`config.mk`:
```
export PLATFORM = sky130hd
export DESIGN_NAME = reaction_round_ctrl
export DESIGN_NICKNAME = d
export VERILOG_FILES = /design/src/rtl/reaction_pkg.sv /design/src/rtl/reaction_lfsr16.sv /design/src/rtl/reaction_round_ctrl.sv
export SDC_FILE = /design/constraint.sdc
export NUM_CORES = 1
export LEC_CHECK = 0
export BUFFER_PORTS_ARGS = -buffer_cell sky130_fd_sc_hd__buf_2
export CAP_MARGIN = 25
export CORE_MARGIN = 2
export CORE_UTILIZATION = 30
export CTS_CLUSTER_SIZE = 24
export DETAILED_ROUTE_END_ITERATION = 6
export HOLD_SLACK_MARGIN = 0.08
export PLACE_DENSITY = 0.55
export SYNTH_ARGS = -nofsm -noshare
export SYNTH_HDL_FRONTEND = slang
export SYNTH_SLANG_ARGS = --single-unit
```
`constraint.sdc`:
```
create_clock -name clk -period 2.9 [get_ports clk]
set_clock_uncertainty 0.05 [all_clocks]
set_input_delay 0.29 -clock clk [delete_from_list [all_inputs] [get_ports clk]]
set_output_delay 0.29 -clock clk [all_outputs]
set_load 0.005 [all_outputs]
```
`src/rtl/reaction_pkg.sv`:
```
// Shared types and constants for the reaction-time game controller.
package reaction_pkg;

  typedef enum logic [2:0] {
    IDLE  = 3'd0,
    ARMED = 3'd1,
    GO    = 3'd2,
    DONE  = 3'd3,
    FAULT = 3'd4
  } state_e;

  localparam logic [1:0] DISP_BLANK = 2'b00;
  localparam logic [1:0] DISP_SCORE = 2'b01;
  localparam logic [1:0] DISP_BEST  = 2'b10;
  localparam logic [1:0] DISP_FAULT = 2'b11;

  // Right-shifting Galois form of x^16 + x^14 + x^13 + x^11 + 1.
  localparam logic [15:0] LFSR_TAPS = 16'hB400;

  function automatic logic [15:0] lfsr_step(input logic [15:0] s);
    return {1'b0, s[15:1]} ^ (s[0] ? LFSR_TAPS : 16'h0000);
  endfunction

endpackage

```
`src/rtl/reaction_lfsr16.sv`:
```
// Free-running 16-bit Galois LFSR; exposes its low OUT_W bits as the random value.
module reaction_lfsr16
  import reaction_pkg::*;
#(
  parameter logic [15:0] SEED  = 16'hACE1,
  parameter int          OUT_W = 11
) (
  input  logic             clk,
  input  logic             rst_n,
  output logic [OUT_W-1:0] rand_o
);

  logic [15:0] lfsr_q;

  always_ff @(posedge clk or negedge rst_n) begin
    if (!rst_n) lfsr_q <= SEED;
    else        lfsr_q <= lfsr_step(lfsr_q);
  end

  assign rand_o = lfsr_q[OUT_W-1:0];

endmodule

```
`src/rtl/reaction_round_ctrl.sv`:
```
// Reaction-time game round controller: FSM, random red delay, ms score and best-score tracking.
module reaction_round_ctrl
  import reaction_pkg::*;
#(
  parameter int          SCORE_W   = 13,
  parameter int          TICK_DIV  = 50000,
  parameter int          MIN_DLY   = 1000,
  parameter int          RAND_W    = 11,
  parameter logic [15:0] LFSR_SEED = 16'hACE1
) (
  input  logic               clk,
  input  logic               rst_n,
  input  logic               buttonStart,
  input  logic               buttonHit,
  input  logic               buttonReset,
  output logic               ledRed,
  output logic               ledGreen,
  output logic [SCORE_W-1:0] scoreValue,
  output logic [SCORE_W-1:0] bestValue,
  output logic [1:0]         displaySel,
  output logic               roundDone,
  output logic               falseStart
);

  localparam int PS_W  = (TICK_DIV > 2) ? $clog2(TICK_DIV) : 1;
  localparam int DLY_W = $clog2(MIN_DLY + 2**RAND_W) + 1;
  localparam logic [SCORE_W-1:0] SCORE_MAX = '1;

  state_e             state_q, state_d;
  logic [PS_W-1:0]    ps_q, ps_d;
  logic [DLY_W-1:0]   dly_q, dly_d;
  logic [SCORE_W-1:0] score_q, score_d;
  logic [SCORE_W-1:0] best_q, best_d;
  logic               rd_q, rd_d, fs_q, fs_d;
  logic               red_q, red_d, green_q, green_d;
  logic [1:0]         disp_q, disp_d;
  logic [RAND_W-1:0]  rand_val;
  logic               tick;
  logic [DLY_W-1:0]   new_dly;

  reaction_lfsr16 #(.SEED(LFSR_SEED), .OUT_W(RAND_W)) u_lfsr (
    .clk    (clk),
    .rst_n  (rst_n),
    .rand_o (rand_val)
  );

  assign tick    = (ps_q == PS_W'(TICK_DIV - 1));
  assign new_dly = DLY_W'(MIN_DLY) + DLY_W'(rand_val);

  always_ff @(posedge clk or negedge rst_n) begin
    if (!rst_n) begin
      state_q <= IDLE;
      ps_q    <= '0;
      dly_q   <= '0;
      score_q <= '0;
      best_q  <= '1;
      rd_q    <= 1'b0;
      fs_q    <= 1'b0;
      red_q   <= 1'b0;
      green_q <= 1'b0;
      disp_q  <= DISP_BLANK;
    end else begin
      state_q <= state_d;
      ps_q    <= ps_d;
      dly_q   <= dly_d;
      score_q <= score_d;
      best_q  <= best_d;
      rd_q    <= rd_d;
      fs_q    <= fs_d;
      red_q   <= red_d;
      green_q <= green_d;
      disp_q  <= disp_d;
    end
  end

  // Button priority: reset over hit over start; a hit also masks a start.
  always_comb begin
    state_d = state_q;
    dly_d   = dly_q;
    score_d = score_q;
    best_d  = best_q;
    rd_d    = 1'b0;
    fs_d    = 1'b0;
    if (buttonReset) begin
      state_d = IDLE;
      score_d = '0;
      if (state_q == IDLE) best_d = '1;
    end else begin
      case (state_q)
        IDLE, DONE, FAULT: begin
          if (buttonStart && !buttonHit) begin
            state_d = ARMED;
            dly_d   = new_dly;
            score_d = '0;
          end
        end
        ARMED: begin
          if (buttonHit) begin
            state_d = FAULT;
            fs_d    = 1'b1;
          end else if (tick) begin
            dly_d = dly_q - DLY_W'(1);
            if (dly_q == DLY_W'(1)) state_d = GO;
          end
        end
        GO: begin
          if (buttonHit) begin
            state_d = DONE;
            rd_d    = 1'b1;
            if (score_q < best_q) best_d = score_q;
          end else if (tick) begin
            score_d = score_q + SCORE_W'(1);
            if (score_d == SCORE_MAX) state_d = DONE;
          end
        end
        default: state_d = IDLE;
      endcase
    end
  end

  // Prescaler restarts on every state entry so each phase starts on a whole ms.
  always_comb begin
    ps_d = ps_q + PS_W'(1);
    if (state_d != state_q || tick) ps_d = '0;
  end

  // Moore outputs decoded from the next state and registered with it.
  always_comb begin
    red_d   = (state_d == ARMED);
    green_d = (state_d == GO);
    case (state_d)
      IDLE:       disp_d = DISP_BEST;
      GO, DONE:   disp_d = DISP_SCORE;
      FAULT:      disp_d = DISP_FAULT;
      default:    disp_d = DISP_BLANK;
    endcase
  end

  assign ledRed     = red_q;
  assign ledGreen   = green_q;
  assign scoreValue = score_q;
  assign bestValue  = best_q;
  assign displaySel = disp_q;
  assign roundDone  = rd_q;
  assign falseStart = fs_q;

endmodule

```
# [Word-level counts from Yosys, hierarchy flattened]
# Cells that the tools add are included.
[op_classes] add_sub_neg=4 magnitude_cmp=1 eq_ne=19 muxes=31 bitwise=2 n_reduce_logical=15
[op_table] operator="$mux 13" n=12
[op_table] operator="$pmux 13 s2" n=2
[op_table] operator="$mux 16" n=2
[op_table] operator="$mux 3" n=8
[op_table] operator="$add 16x1->16 const B" n=1
[op_table] operator="$eq 16x16->1 const B" n=1
[op_table] operator="$xor 15x16->16" n=1
[op_table] operator="$add 13x1->13 const B" n=1
[op_table] operator="$eq 13x1->1 const B" n=1
[op_table] operator="$eq 13x13->1 const B" n=1
[op_table] operator="$lt 13x13->1" n=1
[op_table] operator="$sub 13x1->13 const B" n=1
[op_table] operator="$add 10x11->12 const A" n=1
[op_table] operator="$eq 3x2->1 const B" n=4
[op_table] operator="$ne 3x3->1 const B" n=3
[op_table] operator="$pmux 3 s3" n=1
[op_table] operator="$reduce_and 4->1" n=2
[op_table] operator="$reduce_bool 2->1" n=4
[op_table] operator="$eq 3x1->1 const B" n=2
[op_table] operator="$eq 3x3->1 const B" n=2
[op_table] operator="$logic_not 3->1" n=2
[op_table] operator="$ne 2x2->1 const B" n=3
[op_table] operator="$pmux 2 s3" n=1
[op_table] operator="$mux 1" n=5
[op_table] operator="10 further kinds" n=10
[totals] reg_bits=80 out_inout_bits=32

# [Longest topological paths before layout]
# Gate-level depths: netlist (run 1).
[depth] word_depth=10 ltp_mapped=9 ltp_nobuf=8

# [Hierarchy]
# A second synthesis (run 1) with hierarchy kept.
[unflattened] hier_cells=480 area_unflattened_um2=4481.8
[modules_own_cells] module="reaction_round_ctrl" instances=1 cells_per_inst=450 area_each_um2=3962.6
[modules_own_cells] module="reaction_lfsr16" instances=1 cells_per_inst=30 area_each_um2=519.2

# [Worst setup path before layout (run 1)]
# OpenSTA, ideal clock, no wires.
[synth_path] kind="flip-flop to flip-flop" startpoint="register best_q[5] (netlist: bestValue[5])" endpoint="register best_q[10] (netlist: bestValue[10])" setup_ns=0.075 arrival_time_ns=2.021 required_ns=2.775 path_slack_ns=0.754 stages_incl_launch_ff=10 path_cell_list="dfstp_2 > inv_1 > ha_1 > a21oi_1 > nor2b_1 > a2111oi_0 > o21a_1 > o311ai_2 > buf_4 > mux2i_1"
[synth_between] elab_chain_cells=3
[synth_lines] item="start: declaration" line="reaction_round_ctrl.sv:33" text="logic [SCORE_W-1:0] best_q, best_d;"
[synth_lines] item="start signal: assignment" line="reaction_round_ctrl.sv:67" text="best_q <= best_d;"
[synth_lines] item="$lt 13x13->1" line="reaction_round_ctrl.sv:110" text="if (score_q < best_q) best_d = score_q;"
[synth_lines] item="$reduce_bool 2->1 (no line)"
[synth_lines] item="$reduce_and 4->1 (no line)"
# No other way between the ends.
# A chain may end at the register's enable or synchronous reset.

# [Worst setup path after layout (run 1)]
[layout_path] startpoint="register best_q[5] (netlist: bestValue[5])" endpoint="register best_q[5] (netlist: bestValue[5])"
# Same word-level chain as after synthesis.

==> results.ini, run 1 <==
[setup_path]
r2r_end=bestValue[5]
critical_path.startpoint_type=flop
reg2reg_slack_ps=160
crit_arrival_ps=2960
cp.required_ps=3120
worstSetupEndpointType=flop
critPathKind=reg -> reg
reg2reg_depth=9
reg2reg_from=bestValue[5]
cp_max_fo=7

[cells_and_area]
regArea_um2=2030
multiInputGateArea_um2=2210
diodes=0
syn_to_final_growth_pct=16.0
nets=529
fin_util=0.357
drive_gt1_frac=0.198
fin_cells=695
fillCellCount=1460

[floorplanning]
die_w_um=126
initial_utilization=0.308
fp.dieH_um=126
die_area_um2=15900
rows=44
io_pins=37
core-area_um2=14500

[global_routing]
gr-usage-met3=0.0285
grt_pass1_wl_mm=17.9
use_met2=0.213
grt_overflow=0
use_met1=0.194
grt_busiest_layer=met2
antenna_found_initial=0
grt_pass1_vias=3431
grt_start_max_net_pins=81
grtUsageTotal=0.140

[routing]
drt-pass1-iter-count=5
first_iter_violations=221
viasPerCell=5.07
num_vias=3521
drt-total-wl_mm=10.7
drcViolationCount=0
wl_per_cell_um=15.4
ant_nets=0

[cts]
cts.sinks=80
cts_tree=built
htree_levels=3
root_buffer=clkbuf_16
cts.clk_slew.worst_paths_ps=60
cts_buffers=9
insertion_delay_ps=350
clockBufferDepth=2
cts_resized=0

[min_path]
hold_path_end=state_q[2]
holdPathStages=2
hp-start=buttonReset
min_path_type=in -> reg

[synth]
synth_cell_type_count=62
async_flop_share=1.00
ys.flop_type=dfrtp_1
synth_edf_count=0
ys_ff_latch=80
synth.cell_area_um2=4480
synth_area_per_cell_um2=9.48
ys_warn_count=0
synth_cells=472
synth_seq_area_share=0.453
syn_nets=495

[sta]
fin_crit_ps=2740
worstMarginPinSlew_ps=960
final_max_slew_viol_count=0
hold_viol_final=0
min_period_over_period=0.944
rsz0062_at_grt=false
finalSetupTns_ps=0
relSlewSlack=0.360
setup_viol=0
fmax_ghz=0.365
fin_hold_ws_ps=227

[job]
drv_cap=0

[place]
dp.cells=677
hpwl_mm=7.47
port_buffers=36
gp_congestion=0.774

[power]
p_leak_nw=2.40
power_mw=2.71
p_per_area_nw_per_um2=521
ir_drop_mv=0.263

[run_status]
status=finished clean

[stage by stage]
step | setup WS [ps] | cell area [µm²]
floorplan | 754 | 4480
global placement | 346 | 4840
detailed placement | 208 | 4840
CTS | 160 | 5150
global route | 62.1 | 5190
finish | 163 | 5190
[power breakdown]
| part | internal [mW] | leakage, nW | switching (mW) |
|---|---|---|---|
| registers | 1.18 | 1.01 | 0.0659 |
| clock network | 0.755 | 0.142 | 0.468 |
| logic | 0.0981 | 1.25 | 0.140 |
[area by class of cell]
class	instances	share of cell area
clock buffers	11	0.0448
inverters	31	0.0224
repair buffers	48	0.0569
flip-flops and latches	80	0.391
multi-input cells	336	0.425
well taps	184	0.0443
clock inverters	5	0.0159
[routing by layer]
layer  wire length (µm)  part of all wire
met5                  0                 0
met4                210             0.020
met3                365             0.034
met2               4970              0.46
met1               5190              0.48
[sequential cells by signal, indices dropped and copies added, names as in the netlist, 2 cells and up]
name	flops
bestValue	13
displaySel	2
dly_q	13
ps_q	16
scoreValue	13
state_q	3
u_lfsr.lfsr_q	16
[worst max-delay path by stage]
stage / from / endpoint / cells past startpoint
after floorplan: bestValue[5] / bestValue[10] / 9
after global placement: bestValue[5] / bestValue[5] / 9
after detailed placement: bestValue[5] / bestValue[5] / 9
after CTS: bestValue[5] / bestValue[5] / 9
after global routing: bestValue[5] / bestValue[12] / 9
final: bestValue[5] / bestValue[5] / 9
[placed cells by master, fill, tap and decap left out, types with 3 or more instances in the layout]
| master | Yosys | final |
|---|---|---|
| nor2b_1 | 6 | 6 |
| o211ai_1 | 3 | 3 |
| nand2_1 | 32 | 32 |
| buf_2 | 8 | 35 |
| buf_4 | 1 | 11 |
| and3_1 | 8 | 8 |
| nor3_1 | 12 | 12 |
| nor4b_1 | 6 | 5 |
| dfstp_2 | 21 | 21 |
| mux2i_1 | 15 | 15 |
| a21oi_1 | 23 | 23 |
| a31oi_1 | 3 | 3 |
| dfrtp_1 | 59 | 59 |
| xor2_1 | 10 | 10 |
| inv_1 | 31 | 31 |
| nor2_1 | 55 | 55 |
| clkinvlp_4 | 0 | 3 |
| nor4bb_1 | 3 | 3 |
| o21ai_0 | 35 | 35 |
| ha_1 | 18 | 18 |
| a22o_1 | 5 | 5 |
| clkbuf_16 | 0 | 9 |
| o22ai_1 | 3 | 3 |
| nand2b_1 | 3 | 3 |
| nor3b_1 | 3 | 3 |
| nand4_1 | 6 | 6 |
| nand3_1 | 18 | 18 |
| or2_2 | 4 | 4 |
| o31ai_1 | 6 | 6 |
| xnor2_1 | 16 | 16 |
[kinds of logic (layout without fill, tap and decap cells)]
kind of cell    Yosys count  count (layout)  synth area share
mux                      17              17            0.0386
flops                    80              80             0.453
simple gates            173             173             0.201
compound gates          101             101             0.148
buf+inv                  56              95            0.0551
xor+xnor                 26              26            0.0509
fa+ha+maj                19              19            0.0528
[worst max-delay path, stage by stage, from the launching register on]
cell and delay, ps:
dfstp_2 540, inv_1 40, ha_1 280, a21oi_1 60, nor2b_1 120, a2111oi_0 100
o21a_1 160, o311ai_2 760, buf_4 320, mux2i_1 220
[Yosys cell counts, drive strengths merged (15+ instances only)]
library cell / n / share of area
mux2i: 15 / 0.034
nand2: 32 / 0.027
ha: 18 / 0.050
nor2: 57 / 0.050
xnor2: 16 / 0.031
dfrtp: 59 / 0.33
nand3: 18 / 0.020
a21oi: 24 / 0.028
dfstp: 21 / 0.12
o21ai: 36 / 0.040
inv: 31 / 0.026
[repair_timing]
item                                    in CTS  in global routing
endpoints found under the hold margin        0                 12
endpoints found under the setup margin       0                  0
setup buffers                                0                  0
hold buffers                                 0                  1
Note: power is estimated with default switching activity, not from simulation.
==> inputs of run 2 (changes only) <==
--- a/config.mk
+++ b/config.mk
@@ -5,6 +5,7 @@
 export SDC_FILE = /design/constraint.sdc
 export NUM_CORES = 1
 export LEC_CHECK = 0
+export ABC_AREA = 1
 export BUFFER_PORTS_ARGS = -buffer_cell sky130_fd_sc_hd__buf_2
 export CAP_MARGIN = 25
 export CORE_MARGIN = 2
@@ -12,7 +13,7 @@
 export CTS_CLUSTER_SIZE = 24
 export DETAILED_ROUTE_END_ITERATION = 6
 export HOLD_SLACK_MARGIN = 0.08
-export PLACE_DENSITY = 0.55
+export PLACE_DENSITY = 0.56
 export SYNTH_ARGS = -nofsm -noshare
 export SYNTH_HDL_FRONTEND = slang
 export SYNTH_SLANG_ARGS = --single-unit
==> constraint.sdc (replaced) <==
create_clock -name clk -period 2.3 [get_ports clk]
set_clock_uncertainty 0.05 [all_clocks]
set_input_delay 0.23 -clock clk [delete_from_list [all_inputs] [get_ports clk]]
set_output_delay 0.23 -clock clk [all_outputs]
set_load 0.005 [all_outputs]
==> results.ini, run 2 <==
[sta]
relSlewSlack=0.622
fmax_ghz=0.458
worst_slack_ps=115
min_period_over_period=0.950
final_max_slew_viol_count=0
setup_viol=0
hold_viol_final=0
worstMarginPinSlew_ps=566
fin_crit_ps=2180
rsz0062_at_grt=true

[setup_path]
worstSetupEndpointType=flop
cp.required_ps=2530
cp_max_fo=7
reg2reg_slack_ps=120
worstPathCellList=inv_1 > ha_1 > a21oi_1 > o211ai_1 > a21boi_1 > o21ai_1 > a21oi_2 > nor2_4 > buf_6 > nand2_1 > o21ai_1
reg2reg_depth=11
r2r_end=bestValue[10]
critical_path.startpoint_type=flop
slowest_stage=dfstp_2
path_delay_family=compound AO/OA/AOI/OAI gates
cp.depth=11
max_stage_delay_ps=540
reg2reg_from=bestValue[2]
crit_arrival_ps=2410
critical_path.endpoint=bestValue[10]
critPathBufInv=2
crit_top_cell=o21ai_1
critPathKind=reg -> reg
startpoint=bestValue[2]

[routing]
num_vias=3605
ant_nets=0
drcViolationCount=0
viasPerCell=4.71
drt-total-wl_mm=9.92
first_iter_violations=199
drt-pass1-iter-count=4
wl_per_cell_um=12.9

[synth]
synth_top_cell_area_share=0.346
yosys.area.top_type=dfrtp_1
synth_common_cells=nand2_1, nor2_1, inv_1
synth_cells=517
async_flop_share=1.00
synth_edf_count=0
syn_nets=540
ys_warn_count=0
ys_ff_latch=80
synthTopCellsByArea=dfrtp_1, dfstp_2, nand2_1
synth.cell_area_um2=4260
synth.most_common_cell=nand2_1
ys.flop_type=dfrtp_1
synth_seq_area_share=0.476
synth_area_per_cell_um2=8.25
synth_cell_type_count=39

[global_routing]
grt_start_max_net_pins=44
grt_pass1_vias=3545
grt_overflow=0
antenna_found_initial=0
grtUsageTotal=0.141
grt_pass1_wl_mm=16.6

[run_status]
status=finished clean

[cts]
root_buffer=clkbuf_16
cts_tree=built
clockBufferDepth=2
cts_buffers=9
htree_levels=3
insertion_delay_ps=350
cts.clk_slew.worst_paths_ps=60
cts.sinks=80

[place]
post-place-ws_ps=-149
hpwl_mm=6.91
gp_congestion=0.849
port_buffers=36

[cells_and_area]
reg_top3=ps_q x16, u_lfsr.lfsr_q x16
layout_common_cells=nand2_1, inv_1, dfrtp_1, nor2_1, buf_2
multiInputGateArea_um2=2180
drive_gt1_frac=0.287
nets=604
final_common_cell=nand2_1
regArea_um2=2030
syn_to_final_growth_pct=27.9
diodes=0
fillCellCount=1386

[floorplanning]
rows=43
core-area_um2=13900
io_pins=37
die_w_um=123
die_area_um2=15200
initial_utilization=0.307
fp.dieH_um=123

[power]
p_leak_nw=2.53
ir_drop_mv=0.458
power_mw=4.18
p_per_area_nw_per_um2=767

[job]
drv_cap=0

[min_path]
hp-start=buttonReset
min_path_type=in -> reg

==> run 2: cell types whose count changed after synthesis, sizes merged, moves of 8 or more <==
cell    before  now
buf         12    4
nand3       18   26
inv         31   65
clkbuf      13    5
nand2       32  109
nor2        57   80
xnor2       16    3
mux2i       15    0
==> run 2: routing by layer <==
layer / vias to the layer above / GRT usage / share of wire
li1: 1806 / - / -
met1: 1701 / 0.175 / 0.45
met2: 83 / 0.235 / 0.48
met3: 15 / 0.0383 / 0.047
met4: 0 / 0.0518 / 0.017
met5: - / 0 / 0
==> run 2: worst min-delay path by stage <==
| stage | depth (start not counted) | endpoint | slack (ps) |
|---|---|---|---|
| finish | 3 | bestValue[8] | 230 |
| global route | 3 | bestValue[10] | 250 |
| CTS | 3 | bestValue[8] | 230 |
| detailed placement | 1 | ledRed | 230 |
| global placement | 1 | ledRed | 220 |
| floorplan | 0 | displaySel[0] | -120 |
==> run 2: kinds of logic after synthesis <==
family                     after synthesis  share of synthesized area
DFF                                     80                      0.476
and+or+nand+nor                        237                      0.246
adders and majority gates               18                     0.0528
xor gates and xnor gates                19                     0.0390
AOI/OAI and AO/OA                       87                      0.116
buffers and inverters                   76                     0.0710
==> run 2: where the power goes <==
group	internal, mW	switching [mW]	leakage [nW]
combinational	0.365	0.518	1.37
sequential	1.60	0.156	1.00
clock	0.973	0.573	0.158
==> run 2: timing repair <==
item / in CTS / in global routing
gates resized for setup: 3 / 82
buffers inserted: 0 / 10
pin swaps: 0 / 14
setup endpoints to repair: 13 / 45
hold endpoints to repair: 29 / 0
gates cloned: 0 / 2
hold buffers: 1 / 0
==> run 2: through the flow <==
step | area, µm² | hold WS [ps] | setup TNS (ps) | util | std cells
2_1_floorplan | 4260 | -116 | 0 | - | 517
3_3_place_gp | 4740 | 221 | -689 | 0.342 | 737
3_5_place_dp | 4740 | 228 | -1140 | 0.342 | 737
4_1_cts | 5080 | 234 | 0 | 0.366 | 754
5_1_grt | 5450 | 248 | -1170 | 0.393 | 766
6_report | 5450 | 230 | 0 | 0.393 | 766
==> run 2: area by class of cell <==
cell class / instances / share of cell area
Tap cell: 180 / 0.0413
Timing Repair Buffer: 62 / 0.0810
Multi-Input combinational cell: 361 / 0.399
Clock buffer: 10 / 0.0438
Inverter: 67 / 0.0468
Clock inverter: 6 / 0.0151
Sequential cell: 80 / 0.373
==> run 2: worst reg2reg max path: cells and delay by family (launching register included) <==
| kind | cells | cell delay [ps] |
|---|---|---|
| fa+ha+maj | 1 | 280 |
| flops | 1 | 540 |
| simple gates | 2 | 240 |
| buf+inv | 2 | 200 |
| compound gates | 6 | 800 |
==> inputs of run 3 (changes only) <==
--- a/config.mk
+++ b/config.mk
@@ -7,13 +7,13 @@
 export LEC_CHECK = 0
 export ABC_AREA = 1
 export BUFFER_PORTS_ARGS = -buffer_cell sky130_fd_sc_hd__buf_2
-export CAP_MARGIN = 25
 export CORE_MARGIN = 2
 export CORE_UTILIZATION = 30
 export CTS_CLUSTER_SIZE = 24
 export DETAILED_ROUTE_END_ITERATION = 6
 export HOLD_SLACK_MARGIN = 0.08
 export PLACE_DENSITY = 0.56
+export SETUP_SLACK_MARGIN = 0.2
 export SYNTH_ARGS = -nofsm -noshare
 export SYNTH_HDL_FRONTEND = slang
 export SYNTH_SLANG_ARGS = --single-unit
==> results.ini, run 3 (synthesis results as in run 2) <==
[cts]
htree_levels=3
root_buffer=clkbuf_16
clockBufferDepth=2
cts_tree=built
cts.clk_slew.worst_paths_ps=60
cts_buffers=9
insertion_delay_ps=350
cts.sinks=80

[global_routing]
grt_overflow=0
grt_pass1_vias=3583
antenna_found_initial=0
grt_pass1_wl_mm=16.9
grt_start_max_net_pins=44
grtUsageTotal=0.144

[cells_and_area]
multiInputGateArea_um2=2260
fillCellCount=1376
diodes=0
nets=609
drive_gt1_frac=0.335
regArea_um2=2030
syn_to_final_growth_pct=31.1
reg_top3=ps_q x16, u_lfsr.lfsr_q x16
final_common_cell=nand2_1
layout_common_cells=nand2_1, inv_1, dfrtp_1, nor2_1, buf_2
final_area_um2=5590

[setup_path]
reg2reg_from=scoreValue[1]
reg2reg_slack_ps=110
crit_arrival_ps=2370
critPathBufInv=1
critical_path.startpoint_type=flop
worstSetupEndpointType=flop
critical_path.endpoint=ps_q[14]
worstPathCellList=ha_4 > nand2_4 > nor2_4 > nand2_1 > nand2_1 > nand2_2 > nor2_2 > nand2_1 > nor2_1 > nand2_1 > nand2_1 > nand2_1 > nand2_2 > nand3_1 > nand3_4 > clkbuf_16 > nor2_2
cp.depth=17
crit_top_cell=nand2_1
cp_max_fo=8
reg2reg_depth=17
path_delay_family=simple AND/OR/NAND/NOR gates
critPathKind=reg -> reg
max_stage_delay_ps=420
cp.required_ps=2480
startpoint=scoreValue[1]
r2r_end=ps_q[14]
slowest_stage=dfrtp_1

[power]
p_leak_nw=2.60
ir_drop_mv=0.461
p_per_area_nw_per_um2=755

[sta]
worst_slack_ps=114
fin_hold_ws_ps=237
rsz0062_at_grt=true
final_max_slew_viol_count=0
fin_crit_ps=2190
finalSetupTns_ps=0
setup_viol=0
hold_viol_final=0
min_period_over_period=0.950
worstMarginPinSlew_ps=568
relSlewSlack=0.621
fmax_ghz=0.457

[floorplanning]
rows=43
io_pins=37
fp.dieH_um=123
die_area_um2=15200
initial_utilization=0.307
die_w_um=123
core-area_um2=13900

[routing]
drt-total-wl_mm=10.1
viasPerCell=4.70
first_iter_violations=195
wl_per_cell_um=13.1
drt-pass1-iter-count=4
drcViolationCount=0
num_vias=3623
ant_nets=0

[min_path]
min_path_type=in -> reg

[place]
post-place-ws_ps=-149
port_buffers=36
hpwl_mm=6.91
placedInstanceArea_um2=4740
gp_congestion=0.849

[run_status]
status=finished clean

[job]
drv_cap=0

run 3: how the worst min path moves through the flow:
stage | slack, ps | cells after the start | from | end
3_5_place_dp | 230 | 1 | rst_n | ledRed
5_1_grt | 280 | 3 | buttonHit | roundDone
4_1_cts | 220 | 3 | buttonReset | bestValue[8]
3_3_place_gp | 220 | 1 | rst_n | ledRed
2_1_floorplan | -120 | 0 | rst_n | displaySel[0]
6_report | 240 | 3 | buttonReset | bestValue[8]
run 3: worst register-to-register path: cells and delay by family, from the launching register on:
family,cells,cell delay (ps)
flip-flops,1,420
adder cells (fa/ha/maj),1,180
AND/OR/NAND/NOR,15,1260
buffers and inverters,1,170
run 3: metrics by stage:
stage / power (mW) / std cells / utilization
6_report: 4.22 / 771 / 0.403
3_3_place_gp: 2.45 / 737 / 0.342
3_5_place_dp: 2.47 / 737 / 0.342
4_1_cts: 4.11 / 760 / 0.378
5_1_grt: 4.49 / 771 / 0.403
2_1_floorplan: 2.22 / 517 / -
run 3: layer usage:
layer | wire [µm] | vias to the layer above | part of all wire | track usage
met5 | 0 | - | 0 | 0
met4 | 169 | 0 | 0.017 | 0.0518
met3 | 434 | 15 | 0.043 | 0.0383
met2 | 4960 | 63 | 0.49 | 0.241
met1 | 4560 | 1722 | 0.45 | 0.178
li1 | - | 1823 | - | -
run 3: layout make-up:
cell class	count	share of cell area
Inverter	67	0.0459
Tap cell	180	0.0403
Timing Repair Buffer	66	0.0886
Multi-Input combinational cell	362	0.404
Clock inverter	6	0.0148
Clock buffer	10	0.0427
Sequential cell	80	0.364
run 3: report_power, final:
group	leakage [nW]	switching (mW)	internal, mW
clock network	0.158	0.570	0.973
logic	1.44	0.523	0.385
registers	1.00	0.172	1.60
run 3: timing repair:
item / 4_1_cts / 5_1_grt
setup endpoints to repair: 42 / 57
buffers inserted: 4 / 10
gates cloned: 2 / 1
resized for setup: 46 / 65
pin swaps: 12 / 16
hold buffers: 1 / 0
endpoints found under the hold margin: 29 / 0
